### src/rtl/rock_setpoint_ctrl_pkg.sv
// Shared defaults and types for the cradle-drive setpoint controller.
package rock_pkg;

    localparam int DEF_WIDTH   = 4;
    localparam int DEF_A_INIT  = 5;
    localparam int DEF_F_INIT  = 5;
    localparam int DEF_HOLDOFF = 1000;

    typedef enum logic [1:0] {
        STEP_NONE,
        STEP_UP,
        STEP_DOWN
    } step_t;

    // A hold-off of 0 still needs a one-bit (always zero) timer register.
    function automatic int ho_width(input int holdoff);
        return (holdoff > 0) ? $clog2(holdoff + 1) : 1;
    endfunction

endpackage

### src/rtl/rock_step_counter.sv
// One setpoint channel: rising-edge request detect, hold-off timer and a
// saturating up/down count that never wraps.
module rock_step_counter
    import rock_pkg::*;
#(
    parameter int WIDTH   = DEF_WIDTH,
    parameter int INIT    = DEF_A_INIT,
    parameter int MAX     = (2 ** DEF_WIDTH) - 1,
    parameter int HOLDOFF = DEF_HOLDOFF
) (
    input  logic             clk,
    input  logic             rst_n,
    input  logic             i_init,
    input  logic             i_up,
    input  logic             i_down,
    output logic [WIDTH-1:0] o_count,
    output logic [WIDTH-1:0] o_count_next
);

    localparam int               HO_W    = ho_width(HOLDOFF);
    localparam logic [WIDTH:0]   MAX_X   = (WIDTH + 1)'(MAX);
    localparam logic [WIDTH-1:0] INIT_V  = WIDTH'(INIT);
    localparam logic [HO_W-1:0]  HO_LOAD = HO_W'(HOLDOFF);

    if (INIT > MAX || MAX >= (1 << WIDTH) || INIT < 0) begin : g_bad_params
        $error("rock_step_counter: INIT must be <= MAX and MAX < 2**WIDTH");
    end

    logic             r_up_q;
    logic             r_down_q;
    logic [HO_W-1:0]  r_ho;
    logic [WIDTH-1:0] r_count;

    logic             w_up_ev;
    logic             w_down_ev;
    logic             w_open;
    logic [WIDTH:0]   w_inc;
    logic [WIDTH:0]   w_dec;
    logic [HO_W-1:0]  w_ho_next;
    logic [WIDTH-1:0] w_count_next;
    step_t            w_step;

    assign w_up_ev   = i_up & ~r_up_q;
    assign w_down_ev = i_down & ~r_down_q;
    assign w_open    = (r_ho == '0);
    assign w_inc     = {1'b0, r_count} + (WIDTH + 1)'(1);
    assign w_dec     = {1'b0, r_count} - (WIDTH + 1)'(1);

    // Simultaneous up and down cancel each other and leave the timer idle.
    always_comb begin
        w_step = STEP_NONE;
        if (!i_init && w_open && (w_up_ev != w_down_ev)) begin
            w_step = w_up_ev ? STEP_UP : STEP_DOWN;
        end
    end

    always_comb begin
        w_count_next = r_count;
        w_ho_next    = r_ho;
        if (i_init) begin
            w_count_next = INIT_V;
            w_ho_next    = '0;
        end else begin
            case (w_step)
                STEP_UP: begin
                    w_count_next = (w_inc > MAX_X) ? MAX_X[WIDTH-1:0] : w_inc[WIDTH-1:0];
                    w_ho_next    = HO_LOAD;
                end
                STEP_DOWN: begin
                    // Borrow out of the extended result means we were already at 0.
                    w_count_next = w_dec[WIDTH] ? '0 : w_dec[WIDTH-1:0];
                    w_ho_next    = HO_LOAD;
                end
                default: begin
                    if (!w_open) begin
                        w_ho_next = r_ho - HO_W'(1);
                    end
                end
            endcase
        end
    end

    always_ff @(posedge clk or negedge rst_n) begin
        if (!rst_n) begin
            r_up_q   <= 1'b0;
            r_down_q <= 1'b0;
            r_ho     <= '0;
            r_count  <= INIT_V;
        end else begin
            r_up_q   <= i_up;
            r_down_q <= i_down;
            r_ho     <= w_ho_next;
            r_count  <= w_count_next;
        end
    end

    assign o_count      = r_count;
    assign o_count_next = w_count_next;

endmodule

### src/rtl/rock_setpoint_ctrl.sv
// Amplitude/frequency setpoint controller: two independent step channels plus
// registered zero flags and a change strobe aligned with the setpoints.
module rock_setpoint_ctrl
    import rock_pkg::*;
#(
    parameter int WIDTH   = DEF_WIDTH,
    parameter int A_INIT  = DEF_A_INIT,
    parameter int F_INIT  = DEF_F_INIT,
    parameter int A_MAX   = (2 ** WIDTH) - 1,
    parameter int F_MAX   = (2 ** WIDTH) - 1,
    parameter int HOLDOFF = DEF_HOLDOFF
) (
    input  logic             clk,
    input  logic             reset_n,
    input  logic             init,
    input  logic             Ahoog,
    input  logic             Alaag,
    input  logic             Fhoog,
    input  logic             Flaag,
    output logic [WIDTH-1:0] A,
    output logic [WIDTH-1:0] F,
    output logic             F0,
    output logic             AF0,
    output logic             changed
);

    localparam logic F0_RST  = (F_INIT == 0);
    localparam logic AF0_RST = (A_INIT == 0) && (F_INIT == 0);

    logic [WIDTH-1:0] w_a_next;
    logic [WIDTH-1:0] w_f_next;
    logic             r_f0;
    logic             r_af0;
    logic             r_changed;

    rock_step_counter #(
        .WIDTH   (WIDTH),
        .INIT    (A_INIT),
        .MAX     (A_MAX),
        .HOLDOFF (HOLDOFF)
    ) u_amp (
        .clk          (clk),
        .rst_n        (reset_n),
        .i_init       (init),
        .i_up         (Ahoog),
        .i_down       (Alaag),
        .o_count      (A),
        .o_count_next (w_a_next)
    );

    rock_step_counter #(
        .WIDTH   (WIDTH),
        .INIT    (F_INIT),
        .MAX     (F_MAX),
        .HOLDOFF (HOLDOFF)
    ) u_freq (
        .clk          (clk),
        .rst_n        (reset_n),
        .i_init       (init),
        .i_up         (Fhoog),
        .i_down       (Flaag),
        .o_count      (F),
        .o_count_next (w_f_next)
    );

    // Flags come from next-state values so they update on the same edge as A/F.
    always_ff @(posedge clk or negedge reset_n) begin
        if (!reset_n) begin
            r_f0      <= F0_RST;
            r_af0     <= AF0_RST;
            r_changed <= 1'b0;
        end else begin
            r_f0      <= (w_f_next == '0);
            r_af0     <= (w_a_next == '0) && (w_f_next == '0);
            r_changed <= (w_a_next != A) || (w_f_next != F);
        end
    end

    assign F0      = r_f0;
    assign AF0     = r_af0;
    assign changed = r_changed;

endmodule
### config.mk
export PLATFORM = sky130hd
export DESIGN_NAME = rock_setpoint_ctrl
export DESIGN_NICKNAME = d
export VERILOG_FILES = /design/src/rtl/rock_setpoint_ctrl_pkg.sv /design/src/rtl/rock_step_counter.sv /design/src/rtl/rock_setpoint_ctrl.sv
export SDC_FILE = /design/constraint.sdc
export NUM_CORES = 1
export LEC_CHECK = 0
export BUFFER_PORTS_ARGS = -buffer_cell sky130_fd_sc_hd__buf_4
export CORE_ASPECT_RATIO = 0.5
export CORE_UTILIZATION = 46
export CTS_BUF_LIST = sky130_fd_sc_hd__clkbuf_8
export CTS_CLUSTER_SIZE = 10
export DETAILED_ROUTE_END_ITERATION = 12
export PLACE_DENSITY = 0.73
export SLEW_MARGIN = 20
export SYNTH_ARGS = -nofsm -noshare
export SYNTH_HDL_FRONTEND = slang
export SYNTH_SLANG_ARGS = --single-unit
### constraint.sdc
create_clock -name clk -period 3.1 [get_ports clk]
set_input_delay 0.62 -clock clk [delete_from_list [all_inputs] [get_ports clk]]
set_output_delay 0.62 -clock clk [all_outputs]
set_load 0.01 [all_outputs]
==> flow_summary.toml <==
[yosys]
post_synth_fa_ha_maj_area_fraction_pct = 4.42
mappedNetlistNets = 268
yosys_warnings = 0
async_flop_share_pct = 100
synth_common_cells = "31 x sky130_fd_sc_hd__dfrtp_1, 27 x sky130_fd_sc_hd__nor2_1, 17 x sky130_fd_sc_hd__nand2_1"
synth_top_flop_cell = "sky130_fd_sc_hd__dfrtp_1"
seq_area_frac_synth_pct = 38.9
synthMuxAreaShare_pct = 2.21
synth_xor_area_share_pct = 5.41
synth_enable_flop_cells = 0
synth_cell_types = 54
synth_area_leaders = "sky130_fd_sc_hd__dfrtp_1 34%, sky130_fd_sc_hd__dfstp_2 4.6%, sky130_fd_sc_hd__nor2_1 4.5%"
post_synth_and_or_nand_nor_area_fraction_pct = 26.9
synth_top_family_by_area = "simple AND/OR/NAND/NOR gates"
synth_top_cell_by_area = "sky130_fd_sc_hd__dfrtp_1"
postSynthAreaPerCell_sq_um = 8.96
mappedNetlistArea_sq_mm = 0.00227
yosysMostFrequentCell = "sky130_fd_sc_hd__dfrtp_1"
post_synth_inst_count = 253
synth_compound_area_share_pct = 17.9
synth_top_cell_area_share_pct = 34.2
postSynthRegisterBits = 35

[global_route]
globalRouteTotalUtil_pct = 22.1
pin_count_of_the_biggest_net_entering_global_routing = 36
gr-total-overflow = 0
grt_pass1_vias = 1826
grt_first_pass_wirelength_mm = 8.70
antenna_found_initial = 0

[clocking]
clockBufferDepth = 2
htreeDepth = 2
post_cts_hold_buffer_count = 0
clkSlewWorstSetupHoldPaths_ps = 80
cts_made_buffers = 5
cts.sink_count = 35
post_cts_buffers = 0
tritoncts_clock_tree = "done"
post_cts_sizing = 0
clock_insertion_delay_worst_skew_ps = 300
clock_tree.root_cell = "sky130_fd_sc_hd__clkbuf_8"

[critical_path]
r2r_start = "u_freq.r_ho[0]"
cp-startpoint = "u_freq.r_ho[0]"
kind_of_critical_path = "flop to flop"
worst_ep_arrival_time_ps = 2740
startpoint_type = "flop"
required_ps = 3290
timing.critical_path.fanout_max = 14
endpoint_kind = "flop"

[finish]
final_area_sq_mm = 0.00250
final_core_utilization_pct = 55.0
drive_gt1_share_pct = 14.9
final-instance-count-excl-fill = 334
area_growth_pct = 10.5
antenna-diode-count = 0
design.final.nets = 282

[sta]
skew_ps = 6.25
worst_pin_slew_ps = 667
slew_violations = 0
setup-violations-final = 0
timing.final.crit_period_ps = 2550
fmax_mhz = 392
min_period_over_period_pct = 82.2
timing.final.ws_setup_ps = 552
grt_setup_unrepaired = "no"
finalHoldWorstSlack_ps = 269
timing.final.hold_violations = 0
slew_headroom_pct = 55.4
timing.setup.tns_ps = 0

[pwr]
power.share.sequential_pct = 37.3
leakagePower_nw = 1.05
power-per-cell-area_mw_per_mm2 = 792
switchingPower_mw = 0.846
power_mw = 1.98
intPower_mw = 1.14
p_sw_share_pct = 42.7
pwr-share-clk_pct = 16.8
worst_ir_drop_vdd_uv = 325
combinationalPowerShare_pct = 46.0

[floorplanning]
core.rowCount = 17
dieWidth_um = 101
ios = 18
design.core.area_sq_mm = 0.00455
initial_core_util_pct = 49.8
die-area_sq_mm = 0.00523
floorplan.die.height_um = 51.6

[place]
port-buffer-count = 17
dpl-instance-area_sq_mm = 0.00242
hpwl_mm = 3.52
finalWeightedCongestion = 0.914
pre_cts_slack_ps = 510
post_placement_cell_count = 326

[routing]
route.detailed.wl_per_inst_um = 15.2
drt_first_iter_violations = 126
route.final.wire_length_mm = 5.09
drt-vias-per-instance = 5.90
drc = 0
drt_first_pass_iters = 4
dr_total_vias = 1969
detail-route-antenna-nets = 0

[flow_run]
maxCapViolations = 0

[min_path]
hold_path.class = "input port to async pin"

[run_status]
outcome = "finished, final reports clean"
## worst max-delay path, cell delays in order (launching register included)
cell,delay (ps)
sky130_fd_sc_hd__dfrtp_1,410
sky130_fd_sc_hd__inv_1,90
sky130_fd_sc_hd__ha_1,150
sky130_fd_sc_hd__nor4b_4,310
sky130_fd_sc_hd__and3_1,530
sky130_fd_sc_hd__nand2_1,190
sky130_fd_sc_hd__a2111oi_2,460
sky130_fd_sc_hd__nor4_1,120
sky130_fd_sc_hd__and2_1,170
## worst paths after layout
path / slack (ps) / cells past startpoint / end
worst max-delay path: 550 / 8 / AF0
worst min-delay path: 270 / 1 / u_amp.o_count[3]
worst min register to register: 530 / 1 / u_amp.r_ho[9]
worst max register to register: 550 / 8 / AF0
max in group asynchronous: 2480 / 1 / u_freq.o_count[0]
min in group clk: 430 / 1 / u_freq.r_up_q
## area by class of cell
type	instances	area (sq um)
fillers	413	2050
clock buffers	5	68.8
inverters	11	41.3
flip-flops and latches	35	881
clock inverters	3	15.0
repair buffers	17	128
multi-input cells	197	1290
well taps	66	82.6
## state kept, by name (all words and copies together) (netlist names)
signal	cells
u_freq.o_count	4
changed	1
F0	1
u_amp.r_ho	10
u_amp.r_down_q	1
u_amp.o_count	4
u_freq.r_down_q	1
u_freq.r_up_q	1
AF0	1
u_freq.r_ho	10
u_amp.r_up_q	1
## power groups by stage
stage	clock network (mW)	logic, mW	registers (mW)
finish	0.332	0.911	0.739
global route	0.358	1.04	0.761
CTS	0.339	0.912	0.735
detailed placement	0	0.901	0.739
global placement	0	0.875	0.733
floorplan	0	0.738	0.700
## cell usage in the layout, fill, tap and decap left out, drive strengths merged, types with 2 or more instances in the layout
master,n
o31ai,2
mux2i,5
xnor2,7
xor2,7
clkbuf,5
dfstp,4
o32ai,2
a22oi,3
buf,17
nor3b,2
and4,4
inv,11
nand3,12
nor3,16
o21ai,15
nand4,3
and2,3
o32a,2
nor2b,4
or4,2
a211o,2
o41ai,2
clkinv,3
a2111oi,2
nand3b,3
o221ai,3
a21oi,15
ha,8
and3,3
nor4b,2
dfrtp,31
nand2b,5
or3,3
a31oi,2
nor2,27
nor4,4
nand2,17
## layer usage
layer	track usage (%)	vias up	share of wire (%)
met2	33.8	59	46
met3	4.84	5	4.6
li1	-	949	-
met4	7.49	0	0.90
met1	31.2	956	49
met5	0	-	0
## cells by family (layout without fill, tap and decap cells)
| family | after synthesis | count (layout) |
|---|---|---|
| AO/OA/AOI/OAI | 59 | 59 |
| XOR/XNOR | 14 | 14 |
| adder cells (fa/ha/maj) | 8 | 8 |
| buffers and inverters | 21 | 36 |
| flip-flops | 35 | 35 |
| multiplexers | 5 | 5 |
| AND/OR/NAND/NOR | 111 | 111 |
(Power assumes the default switching activity.)
